File: src/rtl/controller_pkg.sv
// -----------------------------------------------------------------------------
// controller_pkg
// Shared encodings for the single-cycle MIPS-subset control unit: opcode and
// funct constants, the 4-bit ALU operation enum, the internal ALU-op class
// enum, and the main-decoder control bundle with a small constructor.
// -----------------------------------------------------------------------------
package controller_pkg;

    localparam int OP_W    = 6;
    localparam int FUNCT_W = 6;
    localparam int ALU_W   = 4;

    // Opcodes (instruction[31:26])
    localparam logic [5:0] OP_RTYPE = 6'b000000;
    localparam logic [5:0] OP_LW    = 6'b100011;
    localparam logic [5:0] OP_SW    = 6'b101011;
    localparam logic [5:0] OP_BEQ   = 6'b000100;
    localparam logic [5:0] OP_BNE   = 6'b000101;
    localparam logic [5:0] OP_ADDI  = 6'b001000;
    localparam logic [5:0] OP_ANDI  = 6'b001100;
    localparam logic [5:0] OP_ORI   = 6'b001101;
    localparam logic [5:0] OP_SLTI  = 6'b001010;
    localparam logic [5:0] OP_J     = 6'b000010;

    // R-type funct codes (instruction[5:0])
    localparam logic [5:0] F_ADD = 6'b100000;
    localparam logic [5:0] F_SUB = 6'b100010;
    localparam logic [5:0] F_AND = 6'b100100;
    localparam logic [5:0] F_OR  = 6'b100101;
    localparam logic [5:0] F_NOR = 6'b100111;
    localparam logic [5:0] F_SLT = 6'b101010;

    // ALU operation seen by the datapath
    typedef enum logic [3:0] {
        ALU_AND = 4'b0000,
        ALU_OR  = 4'b0001,
        ALU_ADD = 4'b0010,
        ALU_SUB = 4'b0110,
        ALU_SLT = 4'b0111,
        ALU_NOR = 4'b1100
    } alucontrol_t;

    // Operation class handed from the main decoder to the ALU decoder
    typedef enum logic [2:0] {
        ALUOP_ADD   = 3'd0,
        ALUOP_SUB   = 3'd1,
        ALUOP_FUNCT = 3'd2,
        ALUOP_AND   = 3'd3,
        ALUOP_OR    = 3'd4,
        ALUOP_SLT   = 3'd5
    } aluop_t;

    // Opcode-level control bundle
    typedef struct packed {
        logic   regwrite;
        logic   regdst;
        logic   alusrc;
        logic   memwrite;
        logic   memtoreg;
        logic   jump;
        logic   branch_eq;
        logic   branch_ne;
        aluop_t aluop;
    } main_ctrl_t;

    // Builds one row of the main decode table
    function automatic main_ctrl_t main_ctrl(
        input logic   regwrite,
        input logic   regdst,
        input logic   alusrc,
        input logic   memwrite,
        input logic   memtoreg,
        input logic   jump,
        input logic   branch_eq,
        input logic   branch_ne,
        input aluop_t aluop
    );
        main_ctrl_t c;
        c.regwrite  = regwrite;
        c.regdst    = regdst;
        c.alusrc    = alusrc;
        c.memwrite  = memwrite;
        c.memtoreg  = memtoreg;
        c.jump      = jump;
        c.branch_eq = branch_eq;
        c.branch_ne = branch_ne;
        c.aluop     = aluop;
        return c;
    endfunction

    // Side-effect-free control word used for unknown opcodes
    localparam main_ctrl_t MAIN_CTRL_NOP = '{
        regwrite:  1'b0,
        regdst:    1'b0,
        alusrc:    1'b0,
        memwrite:  1'b0,
        memtoreg:  1'b0,
        jump:      1'b0,
        branch_eq: 1'b0,
        branch_ne: 1'b0,
        aluop:     ALUOP_ADD
    };

endpackage

File: src/rtl/controller_if.sv
// -----------------------------------------------------------------------------
// controller_if
// Instruction-field inputs and datapath control outputs of the control unit.
//   op, funct, zero       : driven by the datapath (master), read by controller
//   memtoreg .. alucontrol : driven by the controller (slave), read by datapath
// -----------------------------------------------------------------------------
interface controller_if;
    import controller_pkg::*;

    logic [OP_W-1:0]    op;
    logic [FUNCT_W-1:0] funct;
    logic               zero;
    logic               memtoreg;
    logic               memwrite;
    logic               pcsrc;
    logic               alusrc;
    logic               regdst;
    logic               regwrite;
    logic               jump;
    logic [ALU_W-1:0]   alucontrol;

    modport master (
        output op, funct, zero,
        input  memtoreg, memwrite, pcsrc, alusrc, regdst, regwrite, jump, alucontrol
    );

    modport slave (
        input  op, funct, zero,
        output memtoreg, memwrite, pcsrc, alusrc, regdst, regwrite, jump, alucontrol
    );

endinterface

File: src/rtl/controller_aludec.sv
// -----------------------------------------------------------------------------
// controller_aludec
// ALU operation decoder.
//   aluop       : operation class from the main decoder
//   funct       : instruction[5:0], only examined when aluop is FUNCT
//   alucontrol  : 4-bit ALU operation
//   funct_valid : low when an R-type funct lies outside the supported set
// -----------------------------------------------------------------------------
module controller_aludec
    import controller_pkg::*;
(
    input  aluop_t             aluop,
    input  logic [FUNCT_W-1:0] funct,
    output alucontrol_t        alucontrol,
    output logic               funct_valid
);

    // Class-to-operation mapping; funct is looked at only inside the FUNCT arm
    // so an undefined funct field on I/J instructions cannot reach the outputs
    always_comb begin
        alucontrol  = ALU_ADD;
        funct_valid = 1'b1;
        case (aluop)
            ALUOP_ADD: alucontrol = ALU_ADD;
            ALUOP_SUB: alucontrol = ALU_SUB;
            ALUOP_AND: alucontrol = ALU_AND;
            ALUOP_OR:  alucontrol = ALU_OR;
            ALUOP_SLT: alucontrol = ALU_SLT;
            ALUOP_FUNCT: begin
                case (funct)
                    F_ADD:   alucontrol = ALU_ADD;
                    F_SUB:   alucontrol = ALU_SUB;
                    F_AND:   alucontrol = ALU_AND;
                    F_OR:    alucontrol = ALU_OR;
                    F_NOR:   alucontrol = ALU_NOR;
                    F_SLT:   alucontrol = ALU_SLT;
                    default: begin
                        alucontrol  = ALU_ADD;
                        funct_valid = 1'b0;
                    end
                endcase
            end
            default: begin
                alucontrol  = ALU_ADD;
                funct_valid = 1'b0;
            end
        endcase
    end

endmodule

File: src/rtl/controller_maindec.sv
// -----------------------------------------------------------------------------
// controller_maindec
// Opcode decoder. Produces the opcode-level control bundle.
//   op   : instruction[31:26]
//   ctrl : register/memory/jump controls, branch kind, ALU-op class
// funct is deliberately not an input, so it cannot affect non-R decoding.
// -----------------------------------------------------------------------------
module controller_maindec
    import controller_pkg::*;
(
    input  logic [OP_W-1:0] op,
    output main_ctrl_t      ctrl
);

    // Opcode to control-bundle table; unknown opcodes get the no-op word
    always_comb begin
        ctrl = MAIN_CTRL_NOP;
        case (op)
            //                       rw    rd    as    mw    mt    j     beq   bne
            OP_RTYPE: ctrl = main_ctrl(1'b1, 1'b1, 1'b0, 1'b0, 1'b0, 1'b0, 1'b0, 1'b0, ALUOP_FUNCT);
            OP_LW:    ctrl = main_ctrl(1'b1, 1'b0, 1'b1, 1'b0, 1'b1, 1'b0, 1'b0, 1'b0, ALUOP_ADD);
            OP_SW:    ctrl = main_ctrl(1'b0, 1'b0, 1'b1, 1'b1, 1'b0, 1'b0, 1'b0, 1'b0, ALUOP_ADD);
            OP_BEQ:   ctrl = main_ctrl(1'b0, 1'b0, 1'b0, 1'b0, 1'b0, 1'b0, 1'b1, 1'b0, ALUOP_SUB);
            OP_BNE:   ctrl = main_ctrl(1'b0, 1'b0, 1'b0, 1'b0, 1'b0, 1'b0, 1'b0, 1'b1, ALUOP_SUB);
            OP_ADDI:  ctrl = main_ctrl(1'b1, 1'b0, 1'b1, 1'b0, 1'b0, 1'b0, 1'b0, 1'b0, ALUOP_ADD);
            OP_ANDI:  ctrl = main_ctrl(1'b1, 1'b0, 1'b1, 1'b0, 1'b0, 1'b0, 1'b0, 1'b0, ALUOP_AND);
            OP_ORI:   ctrl = main_ctrl(1'b1, 1'b0, 1'b1, 1'b0, 1'b0, 1'b0, 1'b0, 1'b0, ALUOP_OR);
            OP_SLTI:  ctrl = main_ctrl(1'b1, 1'b0, 1'b1, 1'b0, 1'b0, 1'b0, 1'b0, 1'b0, ALUOP_SLT);
            OP_J:     ctrl = main_ctrl(1'b0, 1'b0, 1'b0, 1'b0, 1'b0, 1'b1, 1'b0, 1'b0, ALUOP_ADD);
            default:  ctrl = MAIN_CTRL_NOP;
        endcase
    end

endmodule

File: src/rtl/controller.sv
// -----------------------------------------------------------------------------
// controller
// Single-cycle MIPS-subset control unit. Purely combinational decode of
// op/funct/zero into datapath controls, with same-cycle outputs.
//   clk   : system clock (consumers sample controls on its rising edge)
//   reset : active-high; while high, regwrite/memwrite/pcsrc/jump are held 0
//           so the edge that ends a reset cycle commits nothing
//   bus   : controller_if.slave (op, funct, zero in; all controls out)
// -----------------------------------------------------------------------------
module controller
    import controller_pkg::*;
(
    input  logic         clk,
    input  logic         reset,
    controller_if.slave  bus
);

    main_ctrl_t  main_ctrl_w;
    alucontrol_t alucontrol_w;
    logic        funct_valid;
    logic        branch_taken;

    // The unit holds no state; clk is carried only so the block has the same
    // clocking port as its neighbours in the CPU top.
    logic unused_clk;
    assign unused_clk = clk;

    controller_maindec u_maindec (
        .op   (bus.op),
        .ctrl (main_ctrl_w)
    );

    controller_aludec u_aludec (
        .aluop       (main_ctrl_w.aluop),
        .funct       (bus.funct),
        .alucontrol  (alucontrol_w),
        .funct_valid (funct_valid)
    );

    assign branch_taken = (main_ctrl_w.branch_eq &  bus.zero)
                        | (main_ctrl_w.branch_ne & ~bus.zero);

    // Side-effecting controls are gated by reset; an unimplemented R-type
    // funct also suppresses the register write.
    assign bus.regwrite   = main_ctrl_w.regwrite & funct_valid & ~reset;
    assign bus.memwrite   = main_ctrl_w.memwrite & ~reset;
    assign bus.pcsrc      = branch_taken & ~reset;
    assign bus.jump       = main_ctrl_w.jump & ~reset;

    // Steering controls decode normally regardless of reset.
    assign bus.regdst     = main_ctrl_w.regdst;
    assign bus.alusrc     = main_ctrl_w.alusrc;
    assign bus.memtoreg   = main_ctrl_w.memtoreg;
    assign bus.alucontrol = alucontrol_w;

endmodule

File: src/flat_wrapper.sv
// flat-port wrapper written by rule: the top's interface ports become plain ports
module controller_flat import controller_pkg::*;
  (clk, reset, bus_op, bus_funct, bus_zero, bus_memtoreg, bus_memwrite, bus_pcsrc, bus_alusrc, bus_regdst, bus_regwrite, bus_jump, bus_alucontrol);
  controller_if bus_i ();
  input  logic clk;
  input  logic reset;
  input wire logic [$bits(bus_i.op)-1:0] bus_op;
  input wire logic [$bits(bus_i.funct)-1:0] bus_funct;
  input wire logic [$bits(bus_i.zero)-1:0] bus_zero;
  output wire logic [$bits(bus_i.memtoreg)-1:0] bus_memtoreg;
  output wire logic [$bits(bus_i.memwrite)-1:0] bus_memwrite;
  output wire logic [$bits(bus_i.pcsrc)-1:0] bus_pcsrc;
  output wire logic [$bits(bus_i.alusrc)-1:0] bus_alusrc;
  output wire logic [$bits(bus_i.regdst)-1:0] bus_regdst;
  output wire logic [$bits(bus_i.regwrite)-1:0] bus_regwrite;
  output wire logic [$bits(bus_i.jump)-1:0] bus_jump;
  output wire logic [$bits(bus_i.alucontrol)-1:0] bus_alucontrol;
  assign bus_i.op = bus_op;
  assign bus_i.funct = bus_funct;
  assign bus_i.zero = bus_zero;
  assign bus_memtoreg = bus_i.memtoreg;
  assign bus_memwrite = bus_i.memwrite;
  assign bus_pcsrc = bus_i.pcsrc;
  assign bus_alusrc = bus_i.alusrc;
  assign bus_regdst = bus_i.regdst;
  assign bus_regwrite = bus_i.regwrite;
  assign bus_jump = bus_i.jump;
  assign bus_alucontrol = bus_i.alucontrol;
  controller u_core (.clk(clk), .reset(reset), .bus(bus_i));
endmodule
File: config.mk
export PLATFORM = sky130hd
export DESIGN_NAME = controller_flat
export DESIGN_NICKNAME = d
export VERILOG_FILES = /design/src/rtl/controller_pkg.sv /design/src/rtl/controller_if.sv /design/src/rtl/controller_aludec.sv /design/src/rtl/controller_maindec.sv /design/src/rtl/controller.sv /design/src/flat_wrapper.sv
export SDC_FILE = /design/constraint.sdc
export NUM_CORES = 1
export LEC_CHECK = 0
export CAP_MARGIN = 20
export CELL_PAD_IN_SITES_DETAIL_PLACEMENT = 1
export CELL_PAD_IN_SITES_GLOBAL_PLACEMENT = 2
export CORE_MARGIN = 2
export CORE_UTILIZATION = 16
export DETAILED_ROUTE_END_ITERATION = 10
export GPL_ROUTABILITY_DRIVEN = 0
export GPL_TIMING_DRIVEN = 0
export PLACE_DENSITY = 0.81
export SYNTH_ARGS = -nofsm -noshare
export SYNTH_HDL_FRONTEND = slang
export SYNTH_SLANG_ARGS = --single-unit
File: constraint.sdc
create_clock -name vclk -period 1.5
set_input_delay 0.3 -clock vclk [all_inputs]
set_output_delay 0.3 -clock vclk [all_outputs]
set_load 0.05 [all_outputs]
==> flow_summary.json, run 1 <==
{
  "synth-seq-area-share_pct": 0,
  "start_kind": "input pin",
  "tightestPinTransition_ns": 0.283,
  "drive_gt1_share_pct": 76.2,
  "overflow": 0,
  "hold_viol": 0,
  "fmax_mhz": 562,
  "grt_pass1_wl_um": 3150,
  "outcome": "finished with violations",
  "worstHoldPathType": "input pin to output pin",
  "dp_hpwl_um": 1020,
  "n_antenna_cell": 0,
  "cp_num_buf_inv": 3,
  "io_buffers": 25,
  "critPathArrivalTime_ns": 1.48,
  "synth_area_leaders": "nand3_1 (9.0%), nand2_1 (6.7%), nor2_1 (6.7%), o32ai_1 (5.2%), o21a_1 (4.5%)",
  "hold_slack_ns": 0.972,
  "finalNetCount": 122,
  "pin_count": 26,
  "power_density_mw_per_mm2": 239,
  "syn_area_um2": 335,
  "grt_max_degree": 9,
  "synthTopCellsByCount": "nand2_1 (6), nand3_1 (6), nor2_1 (6)",
  "yosysTopAreaCell": "nand3_1",
  "max_cap_violations": 0,
  "crit_path_cell_trace": "buf_8 > buf_4 > nor3b_2 > o211ai_2 > nand3_2 > a211oi_4 > buf_6",
  "path_class": "input pin to output pin",
  "ant_nets": 0,
  "core_area_mm2": 0.00196,
  "dieArea_mm2": 0.00248,
  "synthesis.nets": 66,
  "dieHeight_um": 49.8,
  "peakVddDrop_uv": 113,
  "rows": 16,
  "dr_total_vias": 650,
  "route.detailed.drc": 0,
  "fin_cells": 132,
  "viasPerCell": 4.92,
  "min_period_ns": 1.78,
  "synth.distinct_cells": 30,
  "groute.usage.overall_pct": 16.2,
  "relSlewSlack_pct": 81.1,
  "syn_avg_cell_area_um2": 6.57,
  "dr.pass1.iters": 4,
  "setup_viol_count_final": 11,
  "syn_inst": 51,
  "grt_pass1_vias": 653,
  "postLayoutSetupSlackWorst_ns": -0.278,
  "cts-hold-fix-buffers": 0,
  "area_growth_pct": 247,
  "p_leak_nw": 0.497,
  "yosys_warnings": 0,
  "fin_crit_sh_pct": 119,
  "slowest_delay_ns": 0.26,
  "rsz0062_at_grt": "yes",
  "cpLargestDelayFamily": "compound AO/OA/AOI/OAI gates",
  "drtIter0Drc": 6,
  "multi_input_area_um2": 543,
  "fillerInstances": 226,
  "drv_slew": 0,
  "dp_cells": 103,
  "violations": "negative setup slack",
  "start_util_pct": 17.1,
  "required_ns": 1.20,
  "wl_per_cell_um": 19.2,
  "nClkBuffers": 0,
  "die_w_um": 49.8,
  "path_max_fanout": 3,
  "critical_path.slowest_cell": "a211oi_4",
  "cp-end-kind": "output pin",
  "seqCellArea_um2": 0,
  "antenna_found_initial": 0,
  "routed_wl_um": 2540,
  "seq_cells": 0,
  "yosysTopAreaCellShare_pct": 8.96
}
[through the flow]
step / worst slack [ns] / instance area [µm²] / TNS [ns] / power [mW] / utilization (%)
final: -0.278 / 1160 / -2.08 / 0.278 / 59.4
after global routing: -0.351 / 1160 / -2.58 / 0.292 / 59.4
after CTS: -0.273 / 993 / -1.53 / 0.220 / 50.6
after detailed placement: -1.53 / 716 / -14.34 / 0.151 / 36.5
after global placement: -1.56 / 716 / -14.44 / 0.151 / 36.5
after floorplan: -0.255 / 432 / -1.28 / 0.0799 / -
[what timing repair did]
item,in CTS,in global routing
buffers inserted,17,12
endpoints found under the setup margin,11,11
hold endpoints to repair,0,0
pin swaps,18,16
resized for setup,154,24
[routing by layer]
metal	global-route usage [%]	wire, µm
met5	0	0
met4	3.24	70
met3	0.606	97
met2	32.7	1370
met1	18.5	996
[worst min-delay path, stage by stage]
cell and delay [ns]:
buf_4 0.18, a21oi_4 0.04, buf_6 0.14
[cell type report]
class	count	area share, %
repair buffers	54	48.2
well taps	27	2.90
plain buffers	2	2.26
multi-input cells	49	46.6
[cell families (layout without fill, tap and decap cells)]
family | Yosys count | in the layout | share of synthesized area [%]
buf+inv | 2 | 56 | 3.73
simple gates | 34 | 34 | 59.7
xor+xnor | 1 | 1 | 2.61
mux | 1 | 1 | 3.36
compound gates | 13 | 13 | 30.6
[power breakdown]
part | total [mW] | internal (mW) | leakage, nW | switching (mW)
logic | 0.278 | 0.145 | 0.497 | 0.133
registers | 0 | 0 | 0 | 0
clock network | 0 | 0 | 0 | 0
[final timing paths]
path	startpoint	to	slack (ns)	cells past startpoint
max	bus_op[1]	bus_regwrite	-0.28	7
min	bus_op[4]	bus_alusrc	0.97	3
[layout by cell type, fill, tap and decap left out, types with 2 or more instances in the layout]
| cell type | count |
|---|---|
| buf_6 | 20 |
| buf_8 | 5 |
| o21a_1 | 2 |
| dlygate4sd2_1 | 3 |
| buf_4 | 19 |
| buf_12 | 4 |
| nor2_4 | 2 |
| nor2_1 | 3 |
| buf_2 | 3 |
| nand2_1 | 5 |
| nand3_4 | 3 |
| nor3_4 | 3 |
| nand3_2 | 3 |
Power figures use the tool's default switching activity.
==> run 2: changes to the inputs <==
--- a/config.mk
+++ b/config.mk
@@ -17,3 +17,4 @@
 export SYNTH_ARGS = -nofsm -noshare
 export SYNTH_HDL_FRONTEND = slang
 export SYNTH_SLANG_ARGS = --single-unit
+export TNS_END_PERCENT = 20
==> run 2 against run 1 <==
Against the previous run: die area unchanged; first-iteration DRC count fell by 100%; core utilization down 12 points; sequential share of layout area unchanged; hold slack better by 0.018 ns; critical path depth fell by 1; worst setup slack improved by 0.0054 ns; non-clock buffer count shrank 15; clock-buffer cell count unchanged; the run still ends with negative setup slack left; total power shrank 25%; critical path type unchanged; largest cell class is now multi-input combinational cells.
==> flow_summary.json, run 2 (same netlist as run 1, synthesis figures left out) <==
{
  "outcome": "finished with violations",
  "violations": "negative setup slack",
  "viasPerCell": 4.83,
  "groute.usage.overall_pct": 13.9,
  "dp_hpwl_um": 1110,
  "max_cap_violations": 0,
  "io_buffers": 25,
  "layout_commonest_cell": "buf_6",
  "seq_cells": 0,
  "dieArea_mm2": 0.00248,
  "finalNetCount": 107,
  "cp-end-kind": "output pin",
  "required_ns": 1.20,
  "power.internal_mw": 0.106,
  "dr.pass1.iters": 1,
  "drive_gt1_share_pct": 70.0,
  "grt_pass1_wl_um": 2780,
  "postLayoutSetupSlackWorst_ns": -0.273,
  "cts-hold-fix-buffers": 0,
  "final_area_um2": 932,
  "crit_path_cell_trace": "buf_12 > nand2b_4 > or3b_4 > o21a_1 > a211oi_4 > buf_6",
  "drtIter0Drc": 0,
  "route.detailed.drc": 0,
  "peakVddDrop_uv": 86.5,
  "tightestPinTransition_ns": 0.242,
  "min_period_ns": 1.77,
  "multi_input_area_um2": 490,
  "relSlewSlack_pct": 83.9,
  "slowest_delay_ns": 0.38,
  "rows": 16,
  "wl_per_cell_um": 14.1,
  "power_mw": 0.208,
  "clkPwrFrac_pct": 0,
  "dr_total_vias": 565,
  "ant_nets": 0,
  "seqCellArea_um2": 0,
  "final_cell_mix": "buf_6 (14), buf_4 (13), nand2_1 (5)",
  "p_comb_share_pct": 100.0,
  "area_growth_pct": 178,
  "cpLargestDelayFamily": "simple AND/OR/NAND/NOR gates",
  "placed_cell_area_um2": 701,
  "rsz0062_at_grt": "yes",
  "start_util_pct": 17.1,
  "critPathArrivalTime_ns": 1.47,
  "dp_slack_ns": -1.62,
  "fillerInstances": 234,
  "power_switching_mw": 0.101,
  "dieHeight_um": 49.8,
  "final_util_pct": 47.5,
  "die_w_um": 49.8,
  "antenna_found_initial": 0,
  "nClkBuffers": 0,
  "n_antenna_cell": 0,
  "path_class": "input pin to output pin",
  "grt_pass1_vias": 605,
  "worstHoldPathType": "input pin to output pin",
  "drv_slew": 0,
  "p_sw_share_pct": 48.7,
  "setup_viol_count_final": 9,
  "fin_crit_sh_pct": 118,
  "power_density_mw_per_mm2": 223,
  "fmax_mhz": 564,
  "routed_wl_um": 1650,
  "hold_viol": 0,
  "p_leak_nw": 0.384,
  "cp_num_buf_inv": 2,
  "setup_tns_ns": -1.08,
  "pin_count": 26,
  "critical_path.slowest_cell": "or3b_4",
  "grt_max_degree": 11,
  "core_area_mm2": 0.00196,
  "overflow": 0,
  "seqPwrFrac_pct": 0,
  "start_kind": "input pin",
  "path_max_fanout": 3
}
==> run 2: cell count changes in the layout (fill, tap and decap cells not counted), moves of 2 or more <==
cell      before  now
buf_12         4    2
nand3_2        3    1
buf_6         20   14
buf_4         19   13
clkbuf_2       0    2
nand3_1        0    3
buf_8          5    2
==> run 2: area by class of cell <==
| cell class | count | area share (%) |
|---|---|---|
| multi-input cells | 49 | 52.6 |
| repair buffers | 39 | 41.3 |
| well taps | 27 | 3.62 |
| plain buffers | 2 | 2.42 |
==> run 2: metrics by stage <==
step / hold WS, ns / cells
finish: 0.991 / 117
CTS: 0.985 / 112
floorplan: 0.688 / 51
global route: 1.00 / 117
global placement: 1.94 / 103
detailed placement: 1.95 / 103
==> run 2: what timing repair did <==
item	in CTS	in global routing
setup endpoints to repair	11	11
gates resized for setup	140	14
pin swaps	13	3
setup buffers	9	5
==> run 2: power by group through the flow <==
stage	registers, mW	logic, mW	clock network (mW)
final	0	0.208	0
after global routing	0	0.222	0
after CTS	0	0.191	0
after detailed placement	0	0.150	0
after global placement	0	0.149	0
after floorplan	0	0.0779	0
==> run 2: final timing paths <==
kind	start	to	slack, ns	cells after the start
worst max-delay path	bus_op[1]	bus_regwrite	-0.27	6
worst min-delay path	bus_op[5]	bus_alucontrol[2]	0.99	3
==> run 2: per-layer routing <==
layer | GRT usage [%] | up-vias | part of all wire [%] | wire length, µm
met3 | 2.12 | 0 | 7.3 | 120
met5 | 0 | - | 0 | 0
met1 | 14.7 | 270 | 38 | 622
met4 | 0 | 0 | 0 | 0
met2 | 29.6 | 21 | 55 | 902
li1 | - | 274 | - | -
